### config.mk
export PLATFORM = sky130hd
export DESIGN_NAME = core_seq
export DESIGN_NICKNAME = d
export VERILOG_FILES = /design/src/rtl/core_seq_pkg.sv /design/src/rtl/core_seq_branch_lut.sv /design/src/rtl/core_seq.sv
export SDC_FILE = /design/constraint.sdc
export NUM_CORES = 1
export LEC_CHECK = 0
export ABC_AREA = 1
export CAP_MARGIN = 10
export CORE_MARGIN = 8
export CORE_UTILIZATION = 50
export CTS_BUF_LIST = sky130_fd_sc_hd__clkbuf_4 sky130_fd_sc_hd__clkbuf_8 sky130_fd_sc_hd__clkbuf_16
export CTS_CLUSTER_DIAMETER = 60
export CTS_CLUSTER_SIZE = 10
export DETAILED_ROUTE_END_ITERATION = 16
export GPL_TIMING_DRIVEN = 0
export PLACE_DENSITY_LB_ADDON = 0.08
export REMOVE_ABC_BUFFERS = 1
export SLEW_MARGIN = 10
export SYNTH_ARGS = -nofsm -noshare
export SYNTH_HDL_FRONTEND = slang
export SYNTH_SLANG_ARGS = --single-unit
### constraint.sdc
create_clock -name clk -period 12.24 [get_ports clk]
set_clock_uncertainty 0.05 [all_clocks]
set_input_delay 1.836 -clock clk [delete_from_list [all_inputs] [get_ports clk]]
set_output_delay 1.836 -clock clk [all_outputs]
set_load 0.03 [all_outputs]
### src/rtl/core_seq_pkg.sv
`default_nettype none
// ============================================================================
//  Module      : core_seq_pkg
//  Description : Shared types and default widths for the program sequencer.
//  Revision    : 1.0 - initial release
// ============================================================================
package core_seq_pkg;

    // Sequencer operating states
    typedef enum logic [1:0] {
        IDLE = 2'd0,
        RUN  = 2'd1,
        DONE = 2'd2
    } seq_state_t;

    // Default widths: PC, LUT index, program select, cycle counter
    localparam int unsigned D_DEFAULT  = 10;
    localparam int unsigned L_DEFAULT  = 4;
    localparam int unsigned S_DEFAULT  = 2;
    localparam int unsigned CW_DEFAULT = 16;

endpackage
`default_nettype wire

### src/rtl/core_seq_branch_lut.sv
`default_nettype none
// ============================================================================
//  Module      : branch_lut
//  Description : 2^L x D register array holding program start addresses and
//                branch targets/offsets. One synchronous write port, two
//                combinational read ports (reads return the pre-write value).
//  Revision    : 1.0 - initial release
// ============================================================================
module branch_lut
    import core_seq_pkg::*;
#(
    parameter int unsigned D = D_DEFAULT,
    parameter int unsigned L = L_DEFAULT
) (
    input  logic         clk,
    input  logic         reset,
    input  logic         we_i,
    input  logic [L-1:0] waddr_i,
    input  logic [D-1:0] wdata_i,
    input  logic [L-1:0] start_idx_i,
    output logic [D-1:0] start_addr_o,
    input  logic [L-1:0] br_idx_i,
    output logic [D-1:0] br_val_o
);

    localparam int unsigned N = 1 << L;

    logic [D-1:0] lut_q [N];

    // Table storage: cleared by reset, one entry written per cycle
    always_ff @(posedge clk or posedge reset) begin
        if (reset) begin
            for (int i = 0; i < int'(N); i++) begin
                lut_q[i] <= '0;
            end
        end else if (we_i) begin
            lut_q[waddr_i] <= wdata_i;
        end
    end

    assign start_addr_o = lut_q[start_idx_i];
    assign br_val_o     = lut_q[br_idx_i];

endmodule
`default_nettype wire

### src/rtl/core_seq.sv
`default_nettype none
// ============================================================================
//  Module      : core_seq
//  Description : Program sequencer with req/done handshake, selectable start
//                addresses, stall, absolute/relative branches through a
//                writable LUT and a saturating RUN-cycle counter.
//  Revision    : 1.0 - initial release
// ============================================================================
module core_seq
    import core_seq_pkg::*;
#(
    parameter int unsigned D  = D_DEFAULT,
    parameter int unsigned L  = L_DEFAULT,
    parameter int unsigned S  = S_DEFAULT,
    parameter int unsigned CW = CW_DEFAULT
) (
    input  logic          clk,
    input  logic          reset,
    input  logic          req,
    input  logic [S-1:0]  prog_sel,
    input  logic          stall,
    input  logic          halt,
    input  logic          br_en,
    input  logic          br_rel,
    input  logic [L-1:0]  br_idx,
    input  logic          lut_we,
    input  logic [L-1:0]  lut_waddr,
    input  logic [D-1:0]  lut_wdata,
    output logic [D-1:0]  prog_ctr,
    output logic          running,
    output logic          done,
    output logic [CW-1:0] cycles
);

    seq_state_t    state_q;
    logic [D-1:0]  pc_q;
    logic [D-1:0]  pc_d;
    logic [CW-1:0] cycles_q;
    logic [CW-1:0] cycles_d;
    logic          running_q;
    logic          done_q;

    logic [L-1:0]  w_start_idx;
    logic [D-1:0]  w_start_addr;
    logic [D-1:0]  w_br_val;

    // Program select addresses the low LUT entries
    assign w_start_idx = L'(prog_sel);

    branch_lut #(
        .D (D),
        .L (L)
    ) u_lut (
        .clk          (clk),
        .reset        (reset),
        .we_i         (lut_we),
        .waddr_i      (lut_waddr),
        .wdata_i      (lut_wdata),
        .start_idx_i  (w_start_idx),
        .start_addr_o (w_start_addr),
        .br_idx_i     (br_idx),
        .br_val_o     (w_br_val)
    );

    // Next PC while running: stall and halt hold, otherwise branch or step
    always_comb begin
        pc_d = pc_q;
        if (!stall && !halt) begin
            if (br_en) begin
                pc_d = br_rel ? (pc_q + w_br_val) : w_br_val;
            end else begin
                pc_d = pc_q + D'(1);
            end
        end
    end

    // Saturating increment of the cycle counter
    assign cycles_d = (cycles_q == '1) ? cycles_q : (cycles_q + CW'(1));

    // Sequencer FSM with registered PC, status flags and cycle counter
    always_ff @(posedge clk or posedge reset) begin
        if (reset) begin
            state_q   <= IDLE;
            pc_q      <= '0;
            cycles_q  <= '0;
            running_q <= 1'b0;
            done_q    <= 1'b0;
        end else begin
            case (state_q)
                IDLE: begin
                    if (req) begin
                        pc_q      <= w_start_addr;
                        cycles_q  <= '0;
                        state_q   <= RUN;
                        running_q <= 1'b1;
                    end
                end
                RUN: begin
                    // Every RUN cycle counts, including the one that leaves RUN
                    cycles_q <= cycles_d;
                    if (!req) begin
                        state_q   <= IDLE;
                        running_q <= 1'b0;
                    end else if (!stall && halt) begin
                        state_q   <= DONE;
                        running_q <= 1'b0;
                        done_q    <= 1'b1;
                    end else begin
                        pc_q <= pc_d;
                    end
                end
                DONE: begin
                    if (!req) begin
                        state_q <= IDLE;
                        done_q  <= 1'b0;
                    end
                end
                default: begin
                    state_q   <= IDLE;
                    running_q <= 1'b0;
                    done_q    <= 1'b0;
                end
            endcase
        end
    end

    assign prog_ctr = pc_q;
    assign running  = running_q;
    assign done     = done_q;
    assign cycles   = cycles_q;

endmodule
`default_nettype wire

[Word-level counts from Yosys, hierarchy flattened]
Cells that the tools add are included.
Word-level totals
  output and inout bits: 28
  input port bits: 28
  bits in registers: 190
  word-level logic and storage cells: 88
Operators by class
  order comparisons: 4
  add/sub/neg operators: 3
  bitwise operators: 5
  equality and inequality tests: 11
  reductions and logical operators: 12
  muxes and demuxes: 32
Operator list (number)
  $bwmux W160: 1
  $mux W10: 11
  $bmux W10 S4: 2
  $demux W10 S4: 1
  $mux W16: 2
  $pmux W16 S2: 1
  $pmux W10 S2: 1
  $add A16 B1 Y16 const B: 1
  $eq A16 B16 Y1 const B: 1
  $ge A5 B5 Y1 const B: 3
  $ne A2 B2 Y1 const B: 7
  $add A10 B1 Y10 const B: 1
  $add A10 B10 Y10: 1
  $not A4 Y5: 2
  $reduce_and A3 Y1: 3
  $mux W2: 4
  $mux W1: 6
  $pmux W1 S3: 2
  $pmux W2 S3: 1
  $lt A5 B1 Y1 const B: 1
  $not A2 Y5: 1
  $reduce_and A5 Y1: 1
  $reduce_and A4 Y1: 1
  $logic_and A1 B1 Y1: 3
  other kinds (7): 9

[Depth between registers and ports, before layout]
  word-level depth: 11
  mapped depth: 22
  mapped depth without buffers: 20

[Cells and area by module]
From an unflattened synthesis, not the netlist that was laid out.
Second synthesis, totals
  cell total of the unflattened synthesis: 1794
  area, all modules: 11911.4 um^2
Modules (own cells, without submodules)
  branch_lut: area each 9422.8 um^2, times used 1, cells each 1414, sequential area each 4003.8 um^2
  core_seq: area each 2488.6 um^2, times used 1, cells each 380, sequential area each 750.7 um^2

[Least setup slack after synthesis]
Ideal clock, no wire load.
  path type: input-to-reg
  start: in br_idx[0]
  end: reg pc_q[4], in the netlist prog_ctr[4]
  required time: 12.073 ns
  arrival time: 3.867 ns
  cell stages on the path: 17
  slack: 8.206 ns
  library setup time: 0.117 ns
  buffers on the path: 3
  path through: buf_6 > buf_6 > buf_6 > o21ai_0 > nand3_1 > nand3_1 > nand2_1 > ha_1 > fa_1 > nand3_1 > nand2_1 > xor2_1 > o21ai_0 > o21bai_2 > nand3_1 > nand2_1 > nand2_1
Between the ends
  cells in the longest elaborated chain, start to end: 11
Ends and longest elaborated chain
  from (decl): RTL line core_seq.sv:25  | input logic [L-1:0] br_idx,
  $not A4 Y5 (not written as such) *: RTL line core_seq_branch_lut.sv:42  | assign br_val_o = lut_q[br_idx_i];
  $bmux W10 S4 *: RTL line core_seq_branch_lut.sv:42
  $mux W10 (not written as such) * (2 in a row): RTL line core_seq_branch_lut.sv:42
  $add A10 B10 Y10: RTL line core_seq.sv:70  | pc_d = br_rel ? (pc_q + w_br_val) : w_br_val;
  $mux W10 *: RTL line core_seq.sv:70
  $mux W10 *: RTL line core_seq.sv:69  | if (br_en) begin
  $mux W10 *: RTL line core_seq.sv:68  | if (!stall && !halt) begin
  $mux W10 *: RTL line core_seq.sv:104  | end else if (!stall && halt) begin
  $mux W10 *: RTL line core_seq.sv:101  | if (!req) begin
  $pmux W10 S2 *: RTL line core_seq.sv:89  | case (state_q)
  to (signal assigned): RTL line core_seq.sv:92  | pc_q <= w_start_addr;
  to (signal assigned): RTL line core_seq.sv:109  | pc_q <= pc_d;
  to (decl): RTL line core_seq.sv:36  | logic [D-1:0] pc_q;
Mark *: on every way between the ends. The rest lies on a longest branch, timed or not. The select of a mux whose other input is x is not followed.
A chain may end at the register's enable or synchronous reset.

[Worst setup path after layout]
  start: in br_idx[2]
  end: reg pc_q[4], in the netlist prog_ctr[4]
Same word-level chain as after synthesis.

==> flow_summary.json <==
{
  "dpl_worst_slack_ps": 6250,
  "cts_resized": 0,
  "slew_viol_final": 0,
  "grt_pass1_wl_um": 43500,
  "most-common-layout-cells": "nand2_1, o21ai_0, dfrtp_1, inv_1, nand3_1",
  "fmax_mhz": 179,
  "worst-r2r-setup-slack_ps": 9580,
  "grt_usage_pct": 22.0,
  "nets": 1369,
  "initial_utilization_pct": 50.6,
  "hpwl_um": 17700,
  "async_reset_ff_share_pct": 100,
  "final_common_cell": "nand2_1",
  "synth_edf_count": 0,
  "cts_root_buf": "clkbuf_16",
  "io_buffers": 55,
  "arrival_ps": 5860,
  "cp_max_fo": 21,
  "num_rows": 52,
  "cp_data_required_time_ps": 12520,
  "drt-pass1-iter-count": 7,
  "dr_wl_met3_um": 963,
  "diodes": 0,
  "cts_buffers": 17,
  "synth.avg_cell_area_um2": 7.68,
  "ctsHoldBuffers": 0,
  "hp-class": "register to register",
  "worst-setup-path-type": "input port to register",
  "die_h_um": 159,
  "postCtsSetupBuffers": 0,
  "finalWorstSetupSlack_ps": 6660,
  "htree_levels": 4,
  "yosys.area.top_type_share_pct": 46.8,
  "netlist_area_um2": 10200,
  "cap_viol_max_count": 0,
  "die_w_um": 159,
  "grt_max_degree": 103,
  "slew_headroom_pct": 27.5,
  "whs_endpoint": "u_lut.lut_q[35]$_DFFE_PP0P_",
  "m1WireLength_um": 12200,
  "routed_wl_um": 26400,
  "fin_tns_setup_ps": 0,
  "synth_area_leaders": "dfrtp_1, o21ai_0, nand2_1",
  "hold_violations": 0,
  "grt.overflow.total": 0,
  "reg2reg_depth": 16,
  "ys_ff_latch": 190,
  "grt_antenna_before_repair": 0,
  "cts_tree": "yes",
  "period_share_pct": 45.6,
  "ant_nets": 0,
  "synthFlopType": "dfrtp_1",
  "synthToLayoutAreaGrowth_pct": 12.5,
  "syn_inst": 1324,
  "crit_path_start_kind": "input port",
  "wire_per_inst_um": 16.4,
  "dr_wl_met2_um": 12800,
  "powerDensity_nw_per_um2": 162,
  "timing.final.crit_period_ps": 5580,
  "synth_cell_types": 43,
  "finalSetupViolations": 0,
  "ir_worst_vdd_mv": 0.0999,
  "top_layer": "met4",
  "synth-warning-count": 0,
  "whs_path_depth": 2,
  "num_io_pins": 56,
  "r2r_end": "prog_ctr[4]$_DFFE_PP0P_",
  "drt_iter0_markers": 565,
  "drive_gt1_share_pct": 5.96,
  "clock_latency_ps": 440,
  "power.leakage_nw": 5.21,
  "rsz0062_at_grt": "no",
  "clk_pin_slew_ps": 70,
  "ys_seq_area_share_pct": 46.8,
  "via_per_inst": 5.44,
  "outcome": "completed",
  "clock-sinks": 190,
  "end_kind": "register",
  "fp.coreArea_um2": 20100,
  "vias": 8763,
  "gp_congestion": 0.944,
  "hold_start": "u_lut.lut_q[35]$_DFFE_PP0P_",
  "tightest_slew_ps": 1080,
  "yosys.area.top_type": "dfrtp_1",
  "drc": 0,
  "r2r-start": "u_lut.lut_q[40]$_DFFE_PP0P_",
  "grt_pass1_vias": 8408,
  "design.die.area_um2": 25200,
  "clockBufferDepth": 2
}
[cells by family (layout without fill, tap and decap cells)]
| family | Yosys count | count (layout) | share of synthesized area [%] |
|---|---|---|---|
| buffers and inverters | 226 | 244 | 9.33 |
| adder cells (fa/ha/maj) | 12 | 12 | 1.55 |
| AND/OR/NAND/NOR | 497 | 497 | 21.0 |
| XOR/XNOR | 15 | 15 | 1.29 |
| AO/OA/AOI/OAI | 384 | 384 | 20.1 |
| flip-flops | 190 | 190 | 46.8 |
[worst max-delay path by stage]
stage	from	end	slack, ps	cells after the start
2_1_floorplan	reset	cycles[0]$_DFFE_PP0P_	5180	1
3_3_place_gp	reset	u_lut.lut_q[134]$_DFFE_PP0P_	2450	2
3_5_place_dp	br_idx[2]	prog_ctr[4]$_DFFE_PP0P_	6250	15
4_1_cts	br_idx[2]	prog_ctr[4]$_DFFE_PP0P_	6700	15
5_1_grt	br_idx[2]	prog_ctr[4]$_DFFE_PP0P_	6440	15
6_report	br_idx[2]	prog_ctr[4]$_DFFE_PP0P_	6660	15
[metal layers]
| layer | GRT usage (%) | vias up |
|---|---|---|
| met1 | 28.8 | 4199 |
| met5 | 0 | - |
| met4 | 6.51 | 0 |
| met2 | 36.8 | 157 |
| li1 | - | 4374 |
| met3 | 3.42 | 33 |
[Yosys cell counts, types with 9 or more instances]
cell type	count
a21oi_1	103
inv_2	9
buf_2	23
clkbuf_1	43
clkinv_1	11
nor2_1	87
dfrtp_1	190
o211ai_1	20
o21ai_1	18
inv_1	128
nand4_1	9
nand3_1	106
ha_1	11
nand2_1	270
o21ai_0	222
xor2_1	13
[power by group]
part	switching, mW	total, mW	leakage (nW)	internal [mW]
logic	0.269	0.434	2.56	0.165
registers	0.0773	0.837	2.34	0.759
clock network	0.271	0.584	0.305	0.313
total	0.617	1.85	5.21	1.24
[flip-flops by register name, summed over array words and instances, names as in the netlist]
signal,cells
u_lut.lut_q,160
running,1
prog_ctr,10
cycles,16
state_q,2
done,1
[final cells by class]
cell class / instances / area, um2
fillers: 1856 / 8670
clock inverters: 15 / 198
repair buffers: 63 / 656
flip-flops and latches: 190 / 4750
multi-input cells: 908 / 4500
inverters: 149 / 569
well taps: 270 / 338
clock buffers: 17 / 425
[worst max-delay path, stage by stage]
cell and delay (ps):
clkdlybuf4s50_1 980, inv_1 1010, nand3_1 200, nand3_1 180, nand2_1 120, ha_1 250
fa_1 410, nand3_1 130, nand2_1 100, xor2_1 150, o21ai_0 120, o21bai_2 140
nand3_1 80, nand2_1 80, nand2_1 40
[per-stage QoR]
stage / total power [mW] / cells / utilization, % / cell area, um2 / hold WS (ps)
CTS: 1.87 / 1612 / 56.9 / 11400 / 437
detailed placement: 1.28 / 1580 / 53.8 / 10800 / 418
finish: 1.85 / 1612 / 56.9 / 11400 / 436
floorplan: 1.13 / 1247 / - / 9780 / 398
global placement: 1.27 / 1572 / 53.1 / 10700 / 411
global route: 1.97 / 1612 / 56.9 / 11400 / 455
Note: power is estimated with default switching activity, not from simulation.
